<file path="src/rtl/lc3_pkg.sv">
// Shared constants and types for the LC3 register/CC scoreboard.
// Resources 0..7 are R0-R7; resource 8 is the NZP condition codes.
package lc3_pkg;

  localparam int NUM_RES = 9;
  localparam int RES_CC  = 8;
  localparam int CNT_W   = 2;
  localparam int CNT_MAX = (1 << CNT_W) - 1;

  typedef logic [3:0]       res_idx_t;
  typedef logic [CNT_W-1:0] sb_cnt_t;

  function automatic res_idx_t reg2res(input logic [2:0] r);
    return {1'b0, r};
  endfunction

endpackage

</file>
<file path="src/rtl/lc3_sb_counter.sv">
// Pending-write counter for one scoreboard resource.
// Saturates at both ends; underflow flags a retire with nothing pending.
module lc3_sb_counter #(
  parameter int W = 2
) (
  input  logic         clk,
  input  logic         rst,
  input  logic         inc,
  input  logic         dec,
  input  logic         clr,
  output logic [W-1:0] cnt,
  output logic         nz,
  output logic         at_max,
  output logic         underflow
);

  logic [W-1:0] cnt_q, cnt_d;

  assign cnt       = cnt_q;
  assign nz        = |cnt_q;
  assign at_max    = &cnt_q;
  assign underflow = dec & ~inc & ~nz & ~clr;

  always_comb begin
    cnt_d = cnt_q;
    if (clr)
      cnt_d = '0;
    else if (inc & ~dec & ~at_max)
      cnt_d = cnt_q + W'(1);
    else if (dec & ~inc & nz)
      cnt_d = cnt_q - W'(1);
  end

  always_ff @(posedge clk or posedge rst) begin
    if (rst)
      cnt_q <= '0;
    else
      cnt_q <= cnt_d;
  end

endmodule

</file>
<file path="src/rtl/lc3_reg_scoreboard.sv">
// Issue controller: stalls decode while any source has writes in flight.
// No forwarding; sources unstall the cycle after their final retire.
module lc3_reg_scoreboard #(
  parameter int NUM_REG = 8,
  parameter int CNT_W   = 2
) (
  input  logic             clk,
  input  logic             rst,
  input  logic             dec_valid,
  input  logic [2:0]       dec_sr1,
  input  logic             dec_sr1_use,
  input  logic [2:0]       dec_sr2,
  input  logic             dec_sr2_use,
  input  logic             dec_cc_use,
  input  logic [2:0]       dec_dr,
  input  logic             dec_dr_wr,
  input  logic             dec_cc_wr,
  input  logic             wb_valid,
  input  logic [2:0]       wb_dr,
  input  logic             wb_dr_wr,
  input  logic             wb_cc_wr,
  input  logic             flush,
  output logic             stall,
  output logic             issue,
  output logic [NUM_REG:0] busy_vec,
  output logic             err
);

  import lc3_pkg::*;

  localparam int NRES = NUM_REG + 1;

  logic [NRES-1:0] nz, at_max, uflow, inc, dec;
  logic            hazard, full, retire;
  logic            err_q, err_d;

  assign retire = wb_valid & ~flush;

  for (genvar k = 0; k < NUM_REG; k++) begin : g_reg
    assign inc[k] = issue & dec_dr_wr
                  & (reg2res(dec_dr) == res_idx_t'(k));
    assign dec[k] = retire & wb_dr_wr
                  & (reg2res(wb_dr) == res_idx_t'(k));
  end

  assign inc[NUM_REG] = issue & dec_cc_wr;
  assign dec[NUM_REG] = retire & wb_cc_wr;

  for (genvar k = 0; k < NRES; k++) begin : g_cnt
    logic [CNT_W-1:0] cnt_unused;
    lc3_sb_counter #(.W(CNT_W)) u_cnt (
      .clk       (clk),
      .rst       (rst),
      .inc       (inc[k]),
      .dec       (dec[k]),
      .clr       (flush),
      .cnt       (cnt_unused),
      .nz        (nz[k]),
      .at_max    (at_max[k]),
      .underflow (uflow[k])
    );
  end

  assign hazard = (dec_sr1_use & nz[reg2res(dec_sr1)])
                | (dec_sr2_use & nz[reg2res(dec_sr2)])
                | (dec_cc_use  & nz[RES_CC]);

  assign full = (dec_dr_wr & at_max[reg2res(dec_dr)])
              | (dec_cc_wr & at_max[RES_CC]);

  assign stall    = dec_valid & (hazard | full);
  assign issue    = dec_valid & ~stall & ~flush;
  assign busy_vec = nz;
  assign err      = err_q;

  assign err_d = err_q | (|uflow);

  always_ff @(posedge clk or posedge rst) begin
    if (rst)
      err_q <= 1'b0;
    else
      err_q <= err_d;
  end

endmodule
</file>
<file path="config.mk">
export PLATFORM = sky130hd
export DESIGN_NAME = lc3_reg_scoreboard
export DESIGN_NICKNAME = d
export VERILOG_FILES = /design/src/rtl/lc3_pkg.sv /design/src/rtl/lc3_sb_counter.sv /design/src/rtl/lc3_reg_scoreboard.sv
export SDC_FILE = /design/constraint.sdc
export NUM_CORES = 1
export LEC_CHECK = 0
export BUFFER_PORTS_ARGS = -buffer_cell sky130_fd_sc_hd__buf_2
export CAP_MARGIN = 10
export CORE_ASPECT_RATIO = 1.75
export CORE_UTILIZATION = 30
export CTS_CLUSTER_SIZE = 16
export DETAILED_ROUTE_END_ITERATION = 10
export SLEW_MARGIN = 10
export SYNTH_ARGS = -nofsm -noshare
export SYNTH_HDL_FRONTEND = slang
export SYNTH_SLANG_ARGS = --single-unit
</file>
<file path="constraint.sdc">
create_clock -name clk -period 1.9 [get_ports clk]
set_clock_uncertainty 0.05 [all_clocks]
set_input_delay 0 -clock clk [delete_from_list [all_inputs] [get_ports clk]]
set_output_delay 0 -clock clk [all_outputs]
set_load 0.01 [all_outputs]
</file>
**After elaboration in Yosys (flattened, before gate mapping)**

Index checks and enable logic that the tools add are counted.

- Flip-flop bits (word level): 19
- Output and inout port bits: 12
- Logic and storage cells: 234

- Add/sub/neg operators: 18
- Order comparisons: 3
- Equality and inequality tests: 14
- Multiplexer cells: 33
- Bitwise gates (word level): 126
- Reductions and logical operators: 30

Operator list:

| kind | number |
|---|---|
| 1-bit AND | 83 |
| 2-bit two-way mux | 27 |
| 1-bit NOT | 38 |
| 3-bit nonzero test | 9 |
| 3-bit equality test (second input constant) | 8 |
| 2-bit by 1-bit adder with 2-bit output (second input constant) | 9 |
| 2-bit AND reduction | 9 |
| 2-bit OR reduction | 9 |
| 2-bit by 1-bit subtractor with 2-bit output (second input constant) | 9 |
| 3-bit by 5-bit less-than comparator with 1-bit output (second input constant) | 3 |
| 3-bit by 2-bit equality test with 1-bit output (second input constant) | 4 |
| 1-bit binary-select mux with 3-bit select | 3 |
| 9-bit OR reduction | 1 |
| 3-bit by 1-bit equality test with 1-bit output (second input constant) | 2 |
| 3-bit zero test | 2 |
| 1-bit OR | 5 |
| 1-bit two-way mux | 3 |

**Depth between registers and ports, before layout**

Gate-level depths: netlist of run 1.

- Word-level depth: 19
- Depth in mapped cells: 10

**Modules after synthesis**

A second synthesis of run 1 with hierarchy kept.

- Cells, all modules: 214
- Area total of the unflattened synthesis: 1949.4 um2

By module, submodules not included:

| module | times used | cells an instance | area an instance (um2) | sequential area each (um2) |
|---|---|---|---|---|
| lc3_sb_counter | 9 | 16 | 156.4 | 50.0 |
| lc3_reg_scoreboard | 1 | 70 | 541.8 | 25.0 |

**Worst setup path after synthesis of run 1**

No wires, ideal clock.

- Path type: reg-to-reg
- Start point: register g_cnt[1].u_cnt.cnt_q[0]
- End point: register g_cnt[6].u_cnt.cnt_q[0]
- Library setup time: 0.133 ns
- Arrival time: 1.807 ns
- Path slack: -0.090 ns
- Stages on the path, launching flop included: 10
- Period minus slack after synthesis: 1.990 ns
- Path through: dfrtp_1 nor4b_1 a31oi_1 a32oi_1 and3_1 buf_6 buf_12 a31oi_1 a211oi_1 nor3_2

- Cells in the longest elaborated chain, start to end: 17
- Elaborated cells between the ends (all ways): 29
- Classes of those cells: 8 x mux; 18 x bitwise; 3 x reduce/logical

RTL lines:

| what | RTL line | RTL |
|---|---|---|
| start, declared | lc3_sb_counter.sv:17 | `logic [W-1:0] cnt_q, cnt_d;` |
| start signal, assigned | lc3_sb_counter.sv:38 | `cnt_q <= cnt_d;` |
| 2-bit OR reduction | lc3_sb_counter.sv:20 | `assign nz = \|cnt_q;` |
| 1-bit binary-select mux with 3-bit select, on equally long branches | lc3_reg_scoreboard.sv:64, lc3_reg_scoreboard.sv:65 |  |
| 1-bit two-way mux, on equally long branches | lc3_reg_scoreboard.sv:64, lc3_reg_scoreboard.sv:65 |  |
| 1-bit AND, on equally long branches | lc3_reg_scoreboard.sv:64, lc3_reg_scoreboard.sv:65 |  |
| 1-bit OR | lc3_reg_scoreboard.sv:65 | `\| (dec_sr2_use & nz[reg2res(dec_sr2)])` |
| 1-bit OR | lc3_reg_scoreboard.sv:66 | `\| (dec_cc_use & nz[RES_CC]);` |
| 1-bit OR (*) | lc3_reg_scoreboard.sv:71 | `assign stall = dec_valid & (hazard \| full);` |
| 1-bit AND (*) | lc3_reg_scoreboard.sv:71 |  |
| 1-bit NOT (*) | lc3_reg_scoreboard.sv:72 | `assign issue = dec_valid & ~stall & ~flush;` |
| 1-bit AND (*) (2 in a row) | lc3_reg_scoreboard.sv:72 |  |
| 1-bit AND (*) | lc3_reg_scoreboard.sv:40 | `assign inc[k] = issue & dec_dr_wr` |
| 1-bit AND (*) | lc3_reg_scoreboard.sv:41 | `& (reg2res(dec_dr) == res_idx_t'(k));` |
| 1-bit AND / 1-bit NOT (equally long branches) | lc3_sb_counter.sv:28, lc3_sb_counter.sv:30 |  |
| 1-bit AND, on equally long branches | lc3_sb_counter.sv:28, lc3_sb_counter.sv:30 |  |
| 2-bit two-way mux / 1-bit AND (equally long branches) | lc3_sb_counter.sv:28, lc3_sb_counter.sv:30 |  |
| 2-bit two-way mux / 3-bit nonzero test (equally long branches) | -- |  |
| end signal, assigned | lc3_sb_counter.sv:38 |  |
| end, declared | lc3_sb_counter.sv:17 |  |

Every way passes the cells marked *; elsewhere a longest branch is shown, timed or not. The select of a mux whose other input is x is not followed.
A chain may end at the register's enable or synchronous reset.

**Final worst setup path of run 1**

- Start point: register g_cnt[6].u_cnt.cnt_q[1]
- End point: register g_cnt[8].u_cnt.cnt_q[0]

- Cells in the longest elaborated chain, start to end: 16
- Elaborated cells between the ends (all ways): 28
- Classes of those cells: 8 x mux; 17 x bitwise; 3 x reduce/logical

RTL lines:

| what | RTL line | RTL |
|---|---|---|
| 2-bit OR reduction | lc3_sb_counter.sv:20 |  |
| 1-bit binary-select mux with 3-bit select, on equally long branches | lc3_reg_scoreboard.sv:64, lc3_reg_scoreboard.sv:65 |  |
| 1-bit two-way mux, on equally long branches | lc3_reg_scoreboard.sv:64, lc3_reg_scoreboard.sv:65 |  |
| 1-bit AND, on equally long branches | lc3_reg_scoreboard.sv:64, lc3_reg_scoreboard.sv:65 |  |
| 1-bit OR | lc3_reg_scoreboard.sv:65 |  |
| 1-bit OR | lc3_reg_scoreboard.sv:66 |  |
| 1-bit OR (*) | lc3_reg_scoreboard.sv:71 |  |
| 1-bit AND (*) | lc3_reg_scoreboard.sv:71 |  |
| 1-bit NOT (*) | lc3_reg_scoreboard.sv:72 |  |
| 1-bit AND (*) (2 in a row) | lc3_reg_scoreboard.sv:72 |  |
| 1-bit AND (*) | lc3_reg_scoreboard.sv:46 | `assign inc[NUM_REG] = issue & dec_cc_wr;` |
| 1-bit AND / 1-bit NOT (equally long branches) | lc3_sb_counter.sv:28, lc3_sb_counter.sv:30 |  |
| 1-bit AND, on equally long branches | lc3_sb_counter.sv:28, lc3_sb_counter.sv:30 |  |
| 2-bit two-way mux / 1-bit AND (equally long branches) | lc3_sb_counter.sv:28, lc3_sb_counter.sv:30 |  |
| 2-bit two-way mux / 3-bit nonzero test (equally long branches) | -- |  |
| end signal, assigned | lc3_sb_counter.sv:38 |  |
| end, declared | lc3_sb_counter.sv:17 |  |

Marks and branches as above.

==> results of run 1 <==
## cell families after synthesis
kind of cell / after synthesis / synth area share, %
buffers and inverters: 28 / 10.27
AND/OR/NAND/NOR: 98 / 33.17
AO/OA/AOI/OAI: 70 / 28.00
flip-flops: 19 / 26.54
multiplexers: 1 / 0.5587
XOR/XNOR: 3 / 1.467
## synth_stat cells (all sizes together) (2+ instances only)
cell type | n | area [um2]
o21ai | 16 | 80.08
o21a | 5 | 37.54
nor4b | 4 | 35.03
o21bai | 2 | 15.01
inv | 10 | 37.54
nor2 | 12 | 45.04
nor3 | 13 | 70.07
a31oi | 9 | 83.83
nor3b | 5 | 42.54
nand3 | 5 | 25.02
a32oi | 2 | 17.52
nor4 | 2 | 12.51
a22oi | 3 | 27.52
o22ai | 3 | 18.77
dfrtp | 19 | 475.5
buf | 16 | 138.9
and3 | 3 | 23.77
and2 | 3 | 18.77
a21oi | 12 | 60.06
clkbuf | 2 | 7.510
nand2b | 11 | 68.82
or2 | 5 | 31.28
a311oi | 2 | 23.77
nor2b | 7 | 43.79
nand2 | 15 | 56.30
xnor2 | 3 | 26.28
nand4 | 2 | 12.51
a211oi | 10 | 75.07
and4 | 5 | 46.29
## tightest hold or removal path, delay by kind of cell
| family | cells | cell delay [ps] |
|---|---|---|
| buffers and inverters | 2 | 300 |
| AO/OA/AOI/OAI | 1 | 40 |
## state kept, by name (all words and copies together) (netlist names)
| register | count |
|---|---|
| g_cnt.u_cnt.cnt | 18 |
| err | 1 |
## cells in the final DEF, fill, tap and decap left out, drive strengths merged, types with 2 or more instances in the layout
master	synthesis	routed
nor3b	5	5
nand3	5	5
nor4	2	2
and2	3	3
dfrtp	19	19
nor2	12	12
inv	10	10
o21bai	2	2
a21oi	12	12
clkbuf	2	4
buf	16	74
nor2b	7	7
or2	5	5
and4	5	5
a311oi	2	2
a32oi	2	2
a211oi	10	10
o21ai	16	16
a31oi	9	9
nand4	2	2
nand2	15	15
a22oi	3	3
o21a	5	5
xnor2	3	3
and3	3	3
nand2b	11	11
nor3	13	13
nor4b	4	4
o22ai	3	3
## timing repair
action,in CTS,in global routing
gates resized for setup,44,22
buffers inserted,3,0
cloned,1,0
endpoints found under the hold margin,8,0
setup endpoints to repair,21,21
hold buffers,1,0
pin swaps,23,16
## routing by layer
layer  wire length, um  vias up  global-route usage, %
met5                 0        -                      0
met4               227        0                  8.929
met3               185       16                 0.8706
met2              3313       72                  36.66
met1              2383      933                  22.46
li1                  -      928                      -
## worst paths after layout
| path | slack, ps | endpoint | depth (start not counted) | from |
|---|---|---|---|---|
| worst max-delay path | -210 | g_cnt[8].u_cnt.cnt[0] | 8 | g_cnt[6].u_cnt.cnt[1] |
| worst min-delay path | 50 | g_cnt[6].u_cnt.cnt[1] | 3 | flush |
| worst max register to register | -210 | g_cnt[8].u_cnt.cnt[0] | 8 | g_cnt[6].u_cnt.cnt[1] |
| worst min register to register | 580 | g_cnt[8].u_cnt.cnt[0] | 2 | g_cnt[8].u_cnt.cnt[0] |
| max in group asynchronous | 1040 | g_cnt[6].u_cnt.cnt[0] | 4 | rst |
| min in group asynchronous | 220 | g_cnt[8].u_cnt.cnt[0] | 3 | rst |
## metrics by stage
step,TNS (ps),total power [mW]
floorplan,-46.25,0.5675
global placement,-2356,0.6513
detailed placement,-3558,0.6535
CTS,-1987,0.9988
global route,-4378,1.058
finish,-2930,1.026
## area by class of cell
| type | count | share of cell area, % |
|---|---|---|
| Tap cell | 76 | 3.654 |
| Clock buffer | 4 | 1.731 |
| Multi-Input combinational cell | 172 | 54.76 |
| Inverter | 10 | 1.442 |
| Sequential cell | 19 | 18.46 |
| Timing Repair Buffer | 75 | 19.95 |
## power by group through the flow
stage	Sequential (mW)	Clock, mW	Combinational (mW)
after floorplan	0.419	0	0.149
after global placement	0.419	0	0.232
after detailed placement	0.419	0	0.234
after CTS	0.411	0.305	0.282
after global routing	0.412	0.318	0.328
final	0.412	0.307	0.308
==> flow_metrics.py, run 1 <==
metrics = {
    "status": {
        "status": "finished with violations",
        "violations": "negative setup slack",
    },
    "power": {
        "p_comb_share_pct": 30.0,
        "pwr-share-seq_pct": 40.1,
        "swShare_pct": 32.00,
        "power.leakage_nw": 1.119,
        "p_sw_mw": 0.3284,
        "p_per_area_nw_per_um2": 394.3,
        "internal_power_mw": 0.6977,
        "clkPwrFrac_pct": 29.9,
        "peakVddDrop_mv": 0.3267,
    },
    "critical_path": {
        "critPathTopFamily": "compound AO/OA/AOI/OAI gates",
        "worst-endpoint-arrival_ps": 2250,
        "cp_max_fo": 5,
        "slowest_stage": "dfrtp_2",
        "cp_common_cell": "and3_4",
        "crit_path_start_kind": "flop",
        "crit_path_cell_trace": "nand3_1 > a32oi_2 > a221oi_2 > and3_4 > buf_6 > and3_4 > xnor2_2 > a211oi_2",
        "setup.worst_path.class": "flop to flop",
        "path_buf_inv": 1,
        "endpoint_kind": "flop",
        "crit_required_ps": 2040,
        "slowest_delay_ps": 460,
    },
    "finish": {
        "stdcell_area_um2": 2603,
        "multi_input_area_um2": 1425,
        "utilization_pct": 45.86,
        "finalNetCount": 305,
        "drive_above_1_share_pct": 50.71,
        "syn_to_final_growth_pct": 45.25,
        "regArea_um2": 480.5,
        "fillers": 576,
        "diodes": 0,
        "final_cell_count_no_fill": 356,
    },
    "yosys": {
        "ys_seq_area_share_pct": 26.54,
        "synth_warnings": 0,
        "syn_nets": 243,
        "synth.distinct_cells": 54,
        "syn_area_um2": 1792,
        "syn_avg_cell_area_um2": 8.181,
        "ys.flop_type": "dfrtp_1",
        "ys_async_sr_fraction_pct": 100.0,
        "syn_inst": 219,
        "synth_edf_count": 0,
        "ys_ff_latch": 19,
    },
    "job": {
        "drv_cap": 0,
    },
    "sta": {
        "period_needed_ps": 2106,
        "worstMarginPinSlew_ps": 555.9,
        "setup_viol": 21,
        "timing_hold_violations_final": 0,
        "rsz0062_at_grt": "true",
        "report.final.slew_viol_count": 0,
        "fin_ws_ps": -205.7,
        "timing.fmax_mhz": 474.9,
        "relSlewSlack_pct": 62.43,
        "post-route-period-util_pct": 110.8,
        "hold_ws_ps": 52.94,
    },
    "placement": {
        "postPlaceCellArea_um2": 2223,
        "port_buffers": 35,
        "hpwl_um": 4631,
        "pre_cts_ws_ps": -315.4,
        "gp_congestion": 0.8751,
        "placed_cells": 347,
    },
    "global_route": {
        "grt_max_degree": 12,
        "first_global_vias": 1907,
        "grt_pass1_wl_um": 9328,
        "antenna_found_initial": 0,
        "grt_usage_pct": 20.02,
        "grt_overflow": 0,
    },
    "clocking": {
        "insertion_delay_ps": 270,
        "cts_buffers": 3,
        "htree_levels": 1,
        "clkSinkCount": 19,
        "cts_tree": "yes",
        "cts_buffer_depth": 2,
        "cts_root_buf": "clkbuf_8",
        "clk_pin_slew_worst_paths_ps": 80,
    },
    "worst_hold_path": {
        "min_path_type": "primary input to flop",
    },
    "die": {
        "core-area_um2": 5675,
        "die_w_um": 60.42,
        "ios": 36,
        "dieHeight_um": 104.2,
        "core.rowCount": 36,
        "start_util_pct": 31.57,
        "die-area_um2": 6298,
    },
    "route": {
        "dr.pass1.iters": 4,
        "ant_nets": 0,
        "drtIter0Drc": 74,
        "drc": 0,
        "viasPerCell": 5.475,
        "wl_per_cell_um": 17.17,
        "vias": 1949,
        "wl_um": 6111,
    },
}
No activity file was read; power rests on OpenSTA's default activity.
==> inputs of run 2 (changes only) <==
--- a/constraint.sdc
+++ b/constraint.sdc
@@ -3,3 +3,3 @@
 set_input_delay 0 -clock clk [delete_from_list [all_inputs] [get_ports clk]]
 set_output_delay 0 -clock clk [all_outputs]
-set_load 0.01 [all_outputs]
+set_load 0.1 [all_outputs]
==> run 2 against run 1 <==
  * Critical path type is now flop to primary output
  * Total power grew 4.0%
  * Sequential power is essentially flat
  * Clock power shrank 3%
  * The flow still finishes with violations (negative setup slack)
==> flow_metrics.py, run 2 (synthesis gave the netlist of run 1 again) <==
metrics = {
    "status": {
        "violations": "negative setup slack",
        "status": "finished with violations",
    },
    "worst_hold_path": {
        "worstHoldPathCells": 3,
        "min_path_type": "primary input to flop",
    },
    "finish": {
        "layout_common_cells": "44 x buf_4, 33 x buf_2, 16 x dfrtp_1, 15 x nand2_1",
        "drive_above_1_share_pct": 46.55,
        "syn_to_final_growth_pct": 44.06,
        "final_cell_count_no_fill": 366,
        "finalNetCount": 315,
        "largest_reg_flops": 18,
        "stdcell_area_um2": 2581,
        "layout_commonest_cell": "buf_4",
        "diodes": 0,
    },
    "die": {
        "dieHeight_um": 104.2,
        "die_w_um": 60.42,
        "core-area_um2": 5675,
        "die-area_um2": 6298,
        "start_util_pct": 31.57,
        "core.rowCount": 36,
        "ios": 36,
    },
    "route": {
        "wl_um": 6043,
        "viasPerCell": 5.497,
        "vias": 2012,
        "wl_per_cell_um": 16.51,
        "ant_nets": 0,
        "dr.pass1.iters": 4,
        "drtIter0Drc": 66,
        "drc": 0,
    },
    "power": {
        "p_per_area_nw_per_um2": 413.5,
        "power.leakage_nw": 1.159,
        "peakVddDrop_mv": 0.2591,
    },
    "global_route": {
        "antenna_found_initial": 0,
        "grt_pass1_wl_um": 9666,
        "first_global_vias": 2049,
        "grt_max_degree": 20,
        "grt_usage_pct": 20.02,
        "grt_overflow": 0,
    },
    "placement": {
        "placed_cells": 356,
        "postPlaceCellArea_um2": 2342,
        "port_buffers": 35,
        "gp_congestion": 0.9187,
        "hpwl_um": 4581,
    },
    "critical_path": {
        "reg2reg_depth": 8,
        "setup.worst_path.class": "flop to primary output",
        "worst-endpoint-arrival_ps": 2100,
        "endpoint_kind": "primary output",
        "cp_max_fo": 5,
        "r2r_slack_ps": -230,
        "crit_required_ps": 1850,
        "crit_path_start_kind": "flop",
    },
    "sta": {
        "worstMarginPinSlew_ps": 813.0,
        "relSlewSlack_pct": 45.74,
        "setup_viol": 20,
        "timing_hold_violations_final": 0,
        "timing.fmax_mhz": 464.1,
        "fin_ws_ps": -254.5,
        "report.final.slew_viol_count": 0,
        "rsz0062_at_grt": "true",
        "period_needed_ps": 2155,
        "post-route-period-util_pct": 113.4,
        "hold_ws_ps": 78.12,
    },
    "clocking": {
        "cts_buffer_depth": 2,
        "insertion_delay_ps": 260,
        "htree_levels": 1,
        "clk_pin_slew_worst_paths_ps": 70,
        "clkSinkCount": 19,
        "cts_buffers": 3,
        "cts_root_buf": "clkbuf_8",
        "cts_tree": "yes",
    },
    "job": {
        "drv_cap": 0,
    },
}
==> run 2: cell types whose count changed in the layout (fill, tap and decap cells not counted), sizes merged <==
cell	before	now
buf	74	82
dlygate4sd3	1	3
==> run 2: path summary, 6_finish.rpt <==
check | from | endpoint
min reg2reg | g_cnt[8].u_cnt.cnt[0] | g_cnt[8].u_cnt.cnt[0]
max reg2reg | g_cnt[6].u_cnt.cnt[1] | g_cnt[0].u_cnt.cnt[0]
max in group asynchronous | rst | g_cnt[4].u_cnt.cnt[1]
min in group asynchronous | rst | g_cnt[4].u_cnt.cnt[0]
min | flush | g_cnt[0].u_cnt.cnt[0]
max | g_cnt[1].u_cnt.cnt[0] | issue
==> run 2: cell type report <==
class / count / area [um2]
Inverter: 10 / 37.54
Timing Repair Buffer: 85 / 608.1
Clock buffer: 4 / 45.04
Tap cell: 76 / 95.09
Multi-Input combinational cell: 172 / 1316
Fill cell: 581 / 3094
Sequential cell: 19 / 479.2
==> run 2: what timing repair did <==
item | 4_1_cts | 5_1_grt
cloned | 0 | 0
pin swaps | 16 | 2
buffers inserted | 3 | 0
endpoints found under the setup margin | 21 | 21
hold endpoints to repair | 23 | 0
hold buffers | 3 | 0
resized for setup | 25 | 7
==> run 2: critical path, stage by stage, from the launching register on <==
cell and delay (ps):
dfrtp_1 420, buf_4 170, and3_1 140, a311o_1 330
a31oi_4 200, buf_4 160, buf_4 110, and2_2 160
buf_12 170
==> run 2: routing by layer <==
layer / track usage [%] / part of all wire, % / wire length, um / up-vias
met5: 0 / 0 / 0 / -
met4: 8.442 / 2.4 / 146 / 0
met3: 1.617 / 4.4 / 265 / 8
met2: 36.97 / 55 / 3331 / 73
met1: 21.92 / 38 / 2299 / 975
li1: - / - / - / 956
==> run 2: metrics by stage <==
| stage | TNS [ps] | power [mW] | util (%) | setup WS [ps] |
|---|---|---|---|---|
| after floorplan | -46.25 | 0.6239 | - | -29.84 |
| after global placement | -2005 | 0.7418 | 41.27 | -206.2 |
| after detailed placement | -2218 | 0.7425 | 41.27 | -196.7 |
| after CTS | -2008 | 1.063 | 44.89 | -247.6 |
| after global routing | -4582 | 1.105 | 45.48 | -325.1 |
| final | -2396 | 1.067 | 45.48 | -254.5 |
==> run 2: report_power, final <==
group          switching, mW  internal (mW)  total [mW]
clock                  0.149          0.149       0.298
combinational          0.207          0.151       0.358
sequential           0.00374          0.408       0.411
